==> src/rtl/fpga_dsp_bus_arbiter.sv <==
// Round-robin arbiter and burst sequencer for the shared FPGA-to-DSP address/data bus.
// One requester owns the bus per transaction; beats are paced by the DSP's BusReady.
module fpga_dsp_bus_arbiter #(
    parameter int NREQ = 4,
    parameter int AW   = 8,
    parameter int DW   = 8
) (
    input  logic                 Clk,
    input  logic                 Reset,
    input  logic [NREQ-1:0]      Req,
    input  logic [NREQ*AW-1:0]   ReqAddr,
    input  logic [NREQ*DW-1:0]   ReqData,
    input  logic [NREQ*2-1:0]    ReqLen,
    output logic [NREQ-1:0]      Gnt,
    output logic [NREQ-1:0]      BeatAck,
    output logic [AW-1:0]        AddrBus,
    output logic [DW-1:0]        DataBus,
    output logic                 BusValid,
    input  logic                 BusReady,
    output logic                 BusLast,
    output logic                 Busy,
    output logic [1:0]           StateDbg
);

    localparam int IW = $clog2(NREQ);

    typedef enum logic [1:0] {
        S_IDLE    = 2'd0,
        S_GRANT   = 2'd1,
        S_XFER    = 2'd2,
        S_RELEASE = 2'd3
    } state_t;

    state_t          state;
    logic [IW-1:0]   ptr;
    logic [IW-1:0]   winner;
    logic [1:0]      beat_cnt;

    logic [AW-1:0]   addr_arr [NREQ];
    logic [DW-1:0]   data_arr [NREQ];
    logic [1:0]      len_arr  [NREQ];

    logic [IW-1:0]   pick;
    logic            pick_found;
    logic [IW:0]     sum;
    logic [IW-1:0]   cand;

    genvar g;
    for (g = 0; g < NREQ; g++) begin : g_slice
        assign addr_arr[g] = ReqAddr[g*AW +: AW];
        assign data_arr[g] = ReqData[g*DW +: DW];
        assign len_arr[g]  = ReqLen[g*2 +: 2];
    end

    // Search upward from ptr with wrap; the requester just served sits at the far end.
    always_comb begin
        pick       = '0;
        pick_found = 1'b0;
        sum        = '0;
        cand       = '0;
        for (int i = 0; i < NREQ; i++) begin
            sum = {1'b0, ptr} + (IW+1)'(i);
            if (sum >= (IW+1)'(NREQ)) begin
                sum = sum - (IW+1)'(NREQ);
            end
            cand = sum[IW-1:0];
            if (!pick_found && Req[cand]) begin
                pick_found = 1'b1;
                pick       = cand;
            end
        end
    end

    // Handshake: a beat transfers on any rising edge where BusValid and BusReady are
    // both high; while BusReady is low every bus output holds, with no wait limit.
    always_ff @(posedge Clk) begin
        if (Reset) begin
            state    <= S_IDLE;
            ptr      <= '0;
            winner   <= '0;
            beat_cnt <= '0;
            AddrBus  <= '0;
            Gnt      <= '0;
            BusValid <= 1'b0;
        end else begin
            case (state)
                S_IDLE: begin
                    if (pick_found) begin
                        winner   <= pick;
                        AddrBus  <= addr_arr[pick];
                        beat_cnt <= len_arr[pick];
                        Gnt      <= NREQ'(1) << pick;
                        state    <= S_GRANT;
                    end
                end
                S_GRANT: begin
                    BusValid <= 1'b1;
                    state    <= S_XFER;
                end
                S_XFER: begin
                    if (BusValid && BusReady) begin
                        AddrBus  <= AddrBus + 1'b1;
                        beat_cnt <= beat_cnt - 1'b1;
                        if (beat_cnt == 2'd0) begin
                            BusValid <= 1'b0;
                            Gnt      <= '0;
                            state    <= S_RELEASE;
                        end
                    end
                end
                S_RELEASE: begin
                    if (winner == IW'(NREQ-1)) begin
                        ptr <= '0;
                    end else begin
                        ptr <= winner + 1'b1;
                    end
                    state <= S_IDLE;
                end
                default: begin
                    state <= S_IDLE;
                end
            endcase
        end
    end

    // Data follows the owner's live ReqData so the requester can advance after each ack.
    always_comb begin
        DataBus = '0;
        BusLast = 1'b0;
        BeatAck = '0;
        if (state == S_XFER) begin
            DataBus = data_arr[winner];
            BusLast = (beat_cnt == 2'd0);
            if (BusReady) begin
                BeatAck = Gnt;
            end
        end
    end

    assign Busy     = (state != S_IDLE);
    assign StateDbg = state;

endmodule

==> config.mk <==
export PLATFORM = sky130hd
export DESIGN_NAME = fpga_dsp_bus_arbiter
export DESIGN_NICKNAME = d
export VERILOG_FILES = /design/src/rtl/fpga_dsp_bus_arbiter.sv
export SDC_FILE = /design/constraint.sdc
export NUM_CORES = 1
export LEC_CHECK = 0
export ABC_AREA = 0
export BUFFER_PORTS_ARGS = -buffer_cell sky130_fd_sc_hd__buf_2
export CAP_MARGIN = 15
export CORE_MARGIN = 2
export CORE_UTILIZATION = 40
export CTS_CLUSTER_SIZE = 10
export DETAILED_ROUTE_END_ITERATION = 7
export MAX_ROUTING_LAYER = met4
export PLACE_DENSITY = 0.74
export SLEW_MARGIN = 20
export SYNTH_ARGS = -nofsm -noshare
export SYNTH_HDL_FRONTEND = slang
export SYNTH_SLANG_ARGS = --single-unit
==> constraint.sdc <==
create_clock -name Clk -period 2.15 [get_ports Clk]
set_input_delay 0.215 -clock Clk [delete_from_list [all_inputs] [get_ports Clk]]
set_output_delay 0.215 -clock Clk [all_outputs]
set_load 0.02 [all_outputs]
After elaboration in Yosys (flattened, before gate mapping):

Index checks and enable logic that the tools add are counted.

* add/subtract/negate cells: 10
* order comparisons: 10
* equal/unequal tests: 7
* shift-type cells: 1
* muxes and demuxes: 51
* bitwise logic cells: 2
* reductions and logical operators: 17

Operator list (number)
* 2-to-1 mux 8 bit: 7
* binary-select mux 8 bit (select 2 bit): 2
* 2-to-1 mux 2 bit: 16
* 2-to-1 mux 4 bit: 5
* one-hot mux 8 bit (2 select lines): 1
* >= comparator 3 bit (second input constant): 5
* < comparator 2 x 3 -> 1 bit (second input constant): 4
* 2-to-1 mux 1 bit: 11
* subtractor 2 x 1 -> 2 bit (second input constant): 5
* AND reduction 3 bit: 3
* adder 8 x 1 -> 8 bit (second input constant): 1
* binary-select mux 1 bit (select 2 bit): 4
* one-hot mux 2 bit (4 select lines): 1
* one-hot mux 4 bit (2 select lines): 1
* adder 2 x 2 -> 3 bit (second input constant): 2
* equality test 2 bit (second input constant): 3
* != test 2 bit (second input constant): 3
* inverter 2 -> 3 bit: 2
* nonzero test 2 bit: 3
* binary-select mux 2 bit (select 2 bit): 1
* logical AND 1 bit: 4
* logical NOT 2 bit: 2
* one-hot mux 2 bit (2 select lines): 1
* AND reduction 4 bit: 1
* 8 further kinds: 10

* flip-flop bits (word level): 21
* input bits: 79
* output and inout port bits: 29
* logic and storage cells: 105

Longest topological paths before layout:

Gate-level depths: netlist (run 1).

* word-level depth: 20
* depth in mapped cells: 9
* depth with buffers taken out: 8

Least setup slack after synthesis (run 1):

OpenSTA, ideal clock, no wires.

* path type: register to output
* start: register state[1] (netlist: StateDbg[1])
* end: output BeatAck[2]
* arrival time: 1663 ps
* slack: 272 ps
* stages on the path, launching flop included: 6
* path buffers: 3
* path through: dfxtp_1 > ha_1 > clkbuf_1 > clkbuf_1 > clkbuf_1 > and3_1

* word-level cells in the longest chain between the ends: 2

RTL lines
* start: declaration: line 34 `state_t state;`
* start signal: assignment: line 78 `state <= S_IDLE;`
* start signal: assignment: line 93 `state <= S_GRANT;`
* start signal: assignment: line 98 `state <= S_XFER;`
* equality test 2 bit: line 131 `if (state == S_XFER) begin`
* 2-to-1 mux 4 bit: line 131
* end: declaration: line 15 `output logic [NREQ-1:0] BeatAck,`

No other way between the ends.

Worst setup path in the final report (run 1):

* start: register ptr[1]
* end: register beat_cnt[0]

* word-level cells in the longest chain between the ends: 20
* elaborated cells between the ends (all ways): 45

RTL lines
* start: declaration: line 35 `logic [IW-1:0] ptr;`
* start signal: assignment: line 115 `ptr <= winner + 1'b1;`
* parallel branches: the longest is 20 deep, another holds adder 2 x 1 -> 3 bit
* end signal: assignment: line 91 `beat_cnt <= len_arr[pick];`
* end signal: assignment: line 103 `beat_cnt <= beat_cnt - 1'b1;`
* end: declaration: line 37 `logic [1:0] beat_cnt;`

Parallel ways; which one is timed is not known. The select of a mux whose other input is x is not followed.
A chain may end at the register's enable or synchronous reset.

==> metrics.md, run 1 <==
| Metric | Value |
|---|---|
| Status | `completed` |
| Final setup viols | `0` |
| CTS clk-pin slew, worst paths | `80 ps` |
| Gp weighted congestion | `0.916` |
| Sw Pwr | `0.00106 W` |
| Clk_lat worst skew | `around 260 ps` |
| Detailed placement HPWL | `3840 µm` |
| Post-Synthesis Cells | `211` |
| Die width | `71.8 µm` |
| Initial antenna violation count | `0` |
| Max Cap Violations | `0` |
| Reg2reg start | `ptr[1]$_SDFFE_PP0N_` |
| Final Max Tran Viols | `0` |
| Clock network power share | `between 10% and 20%` |
| Largest family of logic cells by synthesized area | `multiplexers` |
| CTS tree | `done` |
| Critical-path cell list | `a21oi_2 -> o21ai_2 -> o2bb2a_4 -> mux2_4 -> a222oi_1 -> o22ai_1` |
| Max stage delay on crit path | `410 ps` |
| Slew of the pin with the lowest slew margin | `611 ps` |
| Die ar. | `0.00515 mm²` |
| R2r endpoint | `beat_cnt[0]$_SDFFE_PP0P_` |
| Vias in the first global route | `1834` |
| Layout area overhead | `32.3%` |
| Period utilisation layout | `89.1%` |
| R2R cell count | `6` |
| Clock sink count | `21` |
| Largest net degree at the start of global routing | `27` |
| Layout cells sized above 1 | `~45%` |
| Switch share | `46.1%` |
| Nets | `approximately 400` |
| Hold Fails Final Rpt | `0` |
| Pwr/cell area | `~950 mW/mm²` |
| CP endpoint kind | `register` |
| Initial Util | `41.9%` |
| Worst reg-to-reg setup slack | `about 230 ps` |
| Post-route DRC | `0` |
| Most frequent cells in the layout | `buf_2, nor2_1, dfxtp_1, nand2_1, mux2i_1` |
| Worst hold slack | `approximately 250 ps` |
| Diode count | `0` |
| Most common cell after layout, fill and taps aside | `buf_2` |
| Critical path buffer and inverter count | `0` |
| Total power | `between 0.002 and 0.0025 W` |
| Post-synth top flop | `dfxtp_1` |
| Synthesis Warnings | `0` |
| Post-synthesis adder-cell area fraction | `4.77%` |
| Post-Synth Simple-Gate Area | `19.1%` |
| FP Rows | `24` |
| Minimum clock period | `between 1500 and 2000 ps` |
| Hold crit path type | `primary input to register` |
| Synth async-reset ratio | `0%` |
| Startpoint types | `register` |
| Post-Synth XOR/XNOR Area | `under 10%` |
| DR pass1 iterations | `4` |
| Logic pwr share | `59.5%` |
| Worst slew margin | `59.2%` |
| Place WS | `about 240 ps` |
| Crit path arrival time | `2050 ps` |
| Congestion Overflow GR | `0` |
| Mapped Avg Cell Area | `8.71 µm²` |
| Maximum VDD drop | `0.420 mV` |
| Number of vias per cell | `5.38` |
| H-tree depth | `1` |
| Hold Crit Endpoint | `AddrBus[0]$_SDFFE_PP0P_` |
| Max FO, Critical Path | `18` |
| Skew final | `2.21 ps` |
| Setup TNS Final | `0 ps` |
| Max Buffers Root-to-Sink | `2` |
| Filler instances | `409` |
| Int Pwr | `around 0.0012 W` |
| Core box area | `roughly 0.0044 mm²` |
| Gr usage total | `between 10% and 20%` |
| Slowest cell on crit path | `o2bb2a_4` |
| IO buf count | `107` |
| Hold path startpoint | `ReqAddr[0]` |
| CP Class | `register to register` |
| Synth cell types | `45` |
| Synth Register Bits | `21` |
| Routed len/inst | `13.6 µm` |
| Multiplexer area fraction after synthesis | `about a quarter` |
| EDFF count, synth | `0` |
| Vias | `1970` |
| TritonCTS Buffers | `3` |
| IO Count | `108` |
| First-pass GRT wire length | `~8200 µm` |
| DR iter-0 viols | `between 100 and 150` |
| Synthesized net count | `just under 300` |
| Number of routed nets with antenna violations | `0` |
| Leak Pwr | `between 1 and 1.5 nW` |
| Fmax | `522 MHz` |
| Reg power frac | `29.1%` |
| WHS Path Cells | `3` |
| Unrepaired setup endpoints after global routing | `false` |
| Worst Path Required | `2290 ps` |
| Post-synthesis compound-gate area fraction | `about a fifth` |
| Sequential fraction of the synthesis area | `22.9%` |
| Cell Area, Synth | `0.00184 mm²` |
| Post-CTS Setup Repair Bufs | `0` |
| Worst setup margin | `approximately 230 ps` |
| CTS root buf | `clkbuf_8` |
| Die height | `71.8 µm` |
| Total wire length | `roughly 5000 µm` |
| Crit path max-delay family | `compound AO/OA/AOI/OAI gates` |
-- Yosys cell counts (2+ instances only) --
cell,n,area (µm²)
a221oi_1,3,26.3
inv_1,9,33.8
o21ai_1,2,10.0
and3_1,4,25.0
a21o_1,4,30.0
nor2_1,24,90.1
mux2i_1,12,120
mux2_2,6,67.6
ha_1,7,87.6
nor3_1,3,15.0
clkbuf_1,6,22.5
buf_6,3,33.8
nor2b_1,4,25.0
nor4_1,2,12.5
a21oi_2,2,17.5
a22oi_1,4,30.0
a222oi_1,2,20.0
o21ai_0,9,45.0
xor2_1,2,17.5
o22ai_1,3,18.8
a32o_1,4,40.0
mux4_2,8,180
a21oi_1,8,40.0
buf_2,2,10.0
dfxtp_1,21,420
a221o_1,3,30.0
or3_1,2,12.5
nand2_1,20,75.1
and2_1,10,62.6
mux2_4,5,75.1
nand3_1,3,15.0
-- stage by stage --
| step | instance area, µm² | util (%) | cells |
|---|---|---|---|
| 2_1_floorplan | 1840 | - | 211 |
| 3_3_place_gp | 2390 | 54.4 | 362 |
| 3_5_place_dp | 2390 | 54.4 | 362 |
| 4_1_cts | 2430 | 55.5 | 366 |
| 5_1_grt | 2430 | 55.5 | 366 |
| 6_report | 2430 | 55.5 | 366 |
-- worst max-delay path by stage --
stage	from	endpoint	slack [ps]	cells after the start
after detailed placement	ptr[1]$_SDFFE_PP0N_	AddrBus[4]$_SDFFE_PP0P_	240	6
after floorplan	StateDbg[1]$_SDFFE_PP0P_	BeatAck[2]	270	5
after CTS	winner[0]$_SDFFE_PP0P_	DataBus[0]	80	3
after global placement	ptr[1]$_SDFFE_PP0N_	AddrBus[6]$_SDFFE_PP0P_	290	6
after global routing	ptr[0]$_SDFFE_PP0N_	AddrBus[4]$_SDFFE_PP0P_	110	6
final	ptr[1]$_SDFFE_PP0N_	beat_cnt[0]$_SDFFE_PP0P_	230	6
-- kinds of logic after synthesis --
family,Yosys count
adders and majority gates,7
xor gates and xnor gates,3
buffers and inverters,22
muxes,31
and+or+nand+nor,75
AOI/OAI and AO/OA,52
DFF,21
-- sequential cells by signal (all words and copies together), names as in the netlist --
signal    count
winner        2
BusValid      1
ptr           2
beat_cnt      2
AddrBus       8
Gnt           4
StateDbg      2
-- worst reg2reg max path: cells and delay by family, from the launching register on --
family / cells / cell delay, ps
flops: 1 / 400
compound gates: 5 / 1050
mux: 1 / 330
-- power by group through the flow --
stage | sequential, W | combinational, W | clock [W]
5_1_grt | 0.000693 | 0.00152 | 0.000282
4_1_cts | 0.000669 | 0.00138 | 0.000266
3_5_place_dp | 0.000674 | 0.00137 | 0
3_3_place_gp | 0.000674 | 0.00136 | 0
2_1_floorplan | 0.000744 | 0.000901 | 0
6_report | 0.000671 | 0.00137 | 0.000263
-- timing repair --
item / CTS / global route
hold buffers: 0 / 0
setup endpoints to repair: 0 / 1
resized for setup: 0 / 1
-- area by class of cell --
type	count	area (µm²)	share of cell area, %
well taps	52	65.1	2.67
repair buffers	112	573	23.6
clock buffers	4	45.0	1.85
inverters	9	33.8	1.39
multi-input cells	168	1290	53.2
flip-flops and latches	21	422	17.3
-- routing by layer --
metal / global-route usage [%] / share of wire, % / routed length, µm
met1: 26.2 / 45 / 2210
met2: 33.1 / 47 / 2330
met3: 2.25 / 7.7 / 384
met4: 4.40 / 0.77 / 38
met5: - / 0 / 0
No activity file was read; power rests on OpenSTA's default activity.
==> inputs of run 2 (changes only) <==
Settings changed: ABC_AREA 0 to 1, CAP_MARGIN 15 to unset, PLACE_DENSITY 0.74 to 0.72.
==> run 2 against run 1 <==
Cell count grew 48%. Worst hold slack gained 59 ps. Sequential power grew 5.5%. Count of clock-buffer cells in the layout is the same. Global-route usage grew 0.80 points. Fmax shrank 0.68%. Non-clock buffer count grew 5. Critical endpoint is now Gnt[2]$_SDFFE_PP0P_. Clock power shrank 3%. Wire length grew 20%. Largest power group unchanged. Setup slack lost 13 ps. Sequential share of layout area shrank 1.8 points. Die area grew 13%.
==> metrics.md, run 2 <==
| Metric | Value |
|---|---|
| Crit path max-delay family | `simple AND/OR/NAND/NOR gates` |
| DR pass1 iterations | `4` |
| Int Pwr | `0.00153 W` |
| Fmax | `519 MHz` |
| Layout cells sized above 1 | `30.6%` |
| Total wire length | `5960 µm` |
| Dominant cell by count in the synthesized netlist | `nand2_1` |
| Hold Crit Endpoint | `AddrBus[7]$_SDFFE_PP0P_` |
| CTS tree | `done` |
| R2r endpoint | `Gnt[2]$_SDFFE_PP0P_` |
| Congestion Overflow GR | `0` |
| Die width | `76.2 µm` |
| Synth cell types | `28` |
| Number of routed nets with antenna violations | `0` |
| Skew final | `2.62 ps` |
| Final instance area | `between 0.002 and 0.003 mm²` |
| Cell Area, Synth | `0.00209 mm²` |
| IO Count | `108` |
| Initial Util | `41.1%` |
| Hold crit path type | `primary input to register` |
| Leak Pwr | `approximately 1.5 nW` |
| Slew of the pin with the lowest slew margin | `364 ps` |
| Critical-path cell list | `buf_4 -> nand2_1 -> nand2_1 -> nand2_1 -> nand2_2 -> nor2_4 -> nand2_2 -> nor2_1 -> nor2_2 -> clkinvlp_4 -> buf_4 -> nand3_1 -> a21oi_1` |
| Mapped Avg Cell Area | `~5.7 µm²` |
| Max Cap Violations | `0` |
| FP Rows | `26` |
| Most common cell after layout, fill and taps aside | `nand2_1` |
| Initial antenna violation count | `0` |
| Hold path startpoint | `Reset` |
| WHS Path Cells | `2` |
| TritonCTS Buffers | `3` |
| Synthesis Warnings | `0` |
| CP Launch Point | `ptr[0]$_SDFFE_PP0N_` |
| Clk_lat worst skew | `260 ps` |
| Unrepaired setup endpoints after global routing | `false` |
| IO buf count | `107` |
| Max FO, Critical Path | `11` |
| CTS root buf | `clkbuf_8` |
| Layout area overhead | `29.9%` |
| Vias | `about 2700` |
| Maximum VDD drop | `about 0.68 mV` |
| Clock sink count | `21` |
| DP Area | `0.00264 mm²` |
| Largest net degree at the start of global routing | `24` |
| Die ar. | `0.00581 mm²` |
| Sw Pwr | `approximately 0.0018 W` |
| Final setup viols | `0` |
| Total power | `0.00335 W` |
| Post-Synth XOR/XNOR Area | `less than 1%` |
| Period utilisation layout | `89.7%` |
| Final Max Tran Viols | `0` |
| Synth async-reset ratio | `0%` |
| Startpoint types | `register` |
| Post-Synthesis Cells | `369` |
| Post-Synth Simple-Gate Area | `46.6%` |
| Worst slew margin | `75.7%` |
| Synth area leader | `dfxtp_1` |
| Post-route DRC | `0` |
| Gp weighted congestion | `0.850` |
| Max Buffers Root-to-Sink | `2` |
| Detailed placement HPWL | `4700 µm` |
| H-tree depth | `1` |
| Switch share | `54.4%` |
| Max stage delay on crit path | `420 ps` |
| Clock network power share | `around 7.6%` |
| Post-synth top flop | `dfxtp_1` |
| Nets | `558` |
| Largest family of logic cells by synthesized area | `simple AND/OR/NAND/NOR gates` |
| Post-synthesis compound-gate area fraction | `17.0%` |
| Top cells by area, synth | `dfxtp_1, nand2_1, nor2_1` |
| Post-synthesis adder-cell area fraction | `4.20%` |
| Setup TNS Final | `0 ps` |
| Slowest cell on crit path | `dfxtp_2` |
| CTS clk-pin slew, worst paths | `70 ps` |
| Most frequent cells in the layout | `nand2_1, buf_2, nor2_1` |
| Status | `completed` |
| Top reg by flops | `AddrBus` |
| CP Class | `register to register` |
| Sequential fraction of the synthesis area | `about a fifth` |
| Number of vias per cell | `4.97` |
| Routed len/inst | `11.0 µm` |
| Hold Fails Final Rpt | `0` |
| Logic pwr share | `71.2%` |
| Util after Layout | `53.4%` |
| Critical path buffer and inverter count | `3` |
| Die height | `76.2 µm` |
| Core box area | `0.00507 mm²` |
| Top cells by instance count after synthesis | `nand2_1, nor2_1, nand3_1` |
| Max FFs per register | `8` |
| R2R cell count | `13` |
| Reg2reg start | `ptr[0]$_SDFFE_PP0N_` |
| Synthesized net count | `455` |
| Diode count | `0` |
| Gr usage total | `20.8%` |
| Yosys top cell area share | `roughly a fifth` |
| Worst reg-to-reg setup slack | `220 ps` |
| EDFF count, synth | `0` |
| Crit path arrival time | `2070 ps` |
| Vias in the first global route | `2432` |
| Cell mode on critical path | `nand2_1` |
| Minimum clock period | `between 1500 and 2000 ps` |
| First-pass GRT wire length | `around 10000 µm` |
| Worst Path Required | `2290 ps` |
| DR iter-0 viols | `120` |
| CP endpoint kind | `register` |
| Reg power frac | `between 20% and 30%` |
| Biggest regs | `AddrBus (8), Gnt (4)` |
| Multiplexer area fraction after synthesis | `0%` |
| Pwr/cell area | `1230 mW/mm²` |
| Synth Register Bits | `21` |
-- run 2: changes by cell type in the layout (fill, tap and decap cells not counted), moves of 5 or more --
cell	delta
inv_1	+12
nand2_2	+7
mux4_2	-8
nor2_1	+32
mux2_4	-5
nand4_1	+7
o21ai_0	+20
mux2i_1	-12
and2_1	-10
a21oi_1	+24
mux2_2	-6
nand3_1	+36
nand2_1	+88
-- run 2: per-stage QoR --
stage,setup slack [ps],instances,hold WS (ps)
floorplan,445,369,284
global placement,140,536,457
detailed placement,81.8,536,459
CTS,39.5,540,306
global route,7.89,541,308
finish,222,541,311
-- run 2: repair_timing --
action | CTS | global route
resized for setup | 0 | 5
setup buffers | 0 | 1
hold buffers | 0 | 0
endpoints found under the setup margin | 0 | 22
-- run 2: worst max-delay path by stage --
stage	slack, ps	endpoint	depth (start not counted)
2_1_floorplan	440	DataBus[0]	4
3_3_place_gp	140	AddrBus[1]$_SDFFE_PP0P_	14
3_5_place_dp	80	AddrBus[1]$_SDFFE_PP0P_	14
4_1_cts	40	DataBus[1]	6
5_1_grt	8	AddrBus[1]$_SDFFE_PP0P_	14
6_report	220	Gnt[2]$_SDFFE_PP0P_	13
-- run 2: area by class of cell --
| type | count | area (µm²) |
|---|---|---|
| Clock buffer | 4 | 45.0 |
| Fill cell | 557 | 2360 |
| Inverter | 27 | 105 |
| Multi-Input combinational cell | 302 | 1430 |
| Sequential cell | 21 | 422 |
| Tap cell | 70 | 87.6 |
| Timing Repair Buffer | 117 | 618 |
-- run 2: kinds of logic after synthesis --
| group | after synthesis |
|---|---|
| AOI/OAI and AO/OA | 66 |
| xor gates and xnor gates | 2 |
| adders and majority gates | 7 |
| buffers and inverters | 46 |
| DFF | 21 |
| and+or+nand+nor | 227 |
-- run 2: power groups by stage --
stage                     registers [W]  clock network, W  logic, W
after floorplan                0.000788                 0   0.00174
after global placement         0.000708                 0   0.00233
after detailed placement       0.000712                 0   0.00234
after CTS                      0.000705          0.000265   0.00235
after global routing           0.000736          0.000282   0.00270
final                          0.000708          0.000256   0.00238
-- run 2: layer usage --
metal  up-vias  wire length (µm)  GRT usage [%]
met5         -                 0              -
li1       1404                 -              -
met1      1166              2500           22.7
met4         0                44           3.64
met3         6               486           4.50
met2       112              2930           38.8
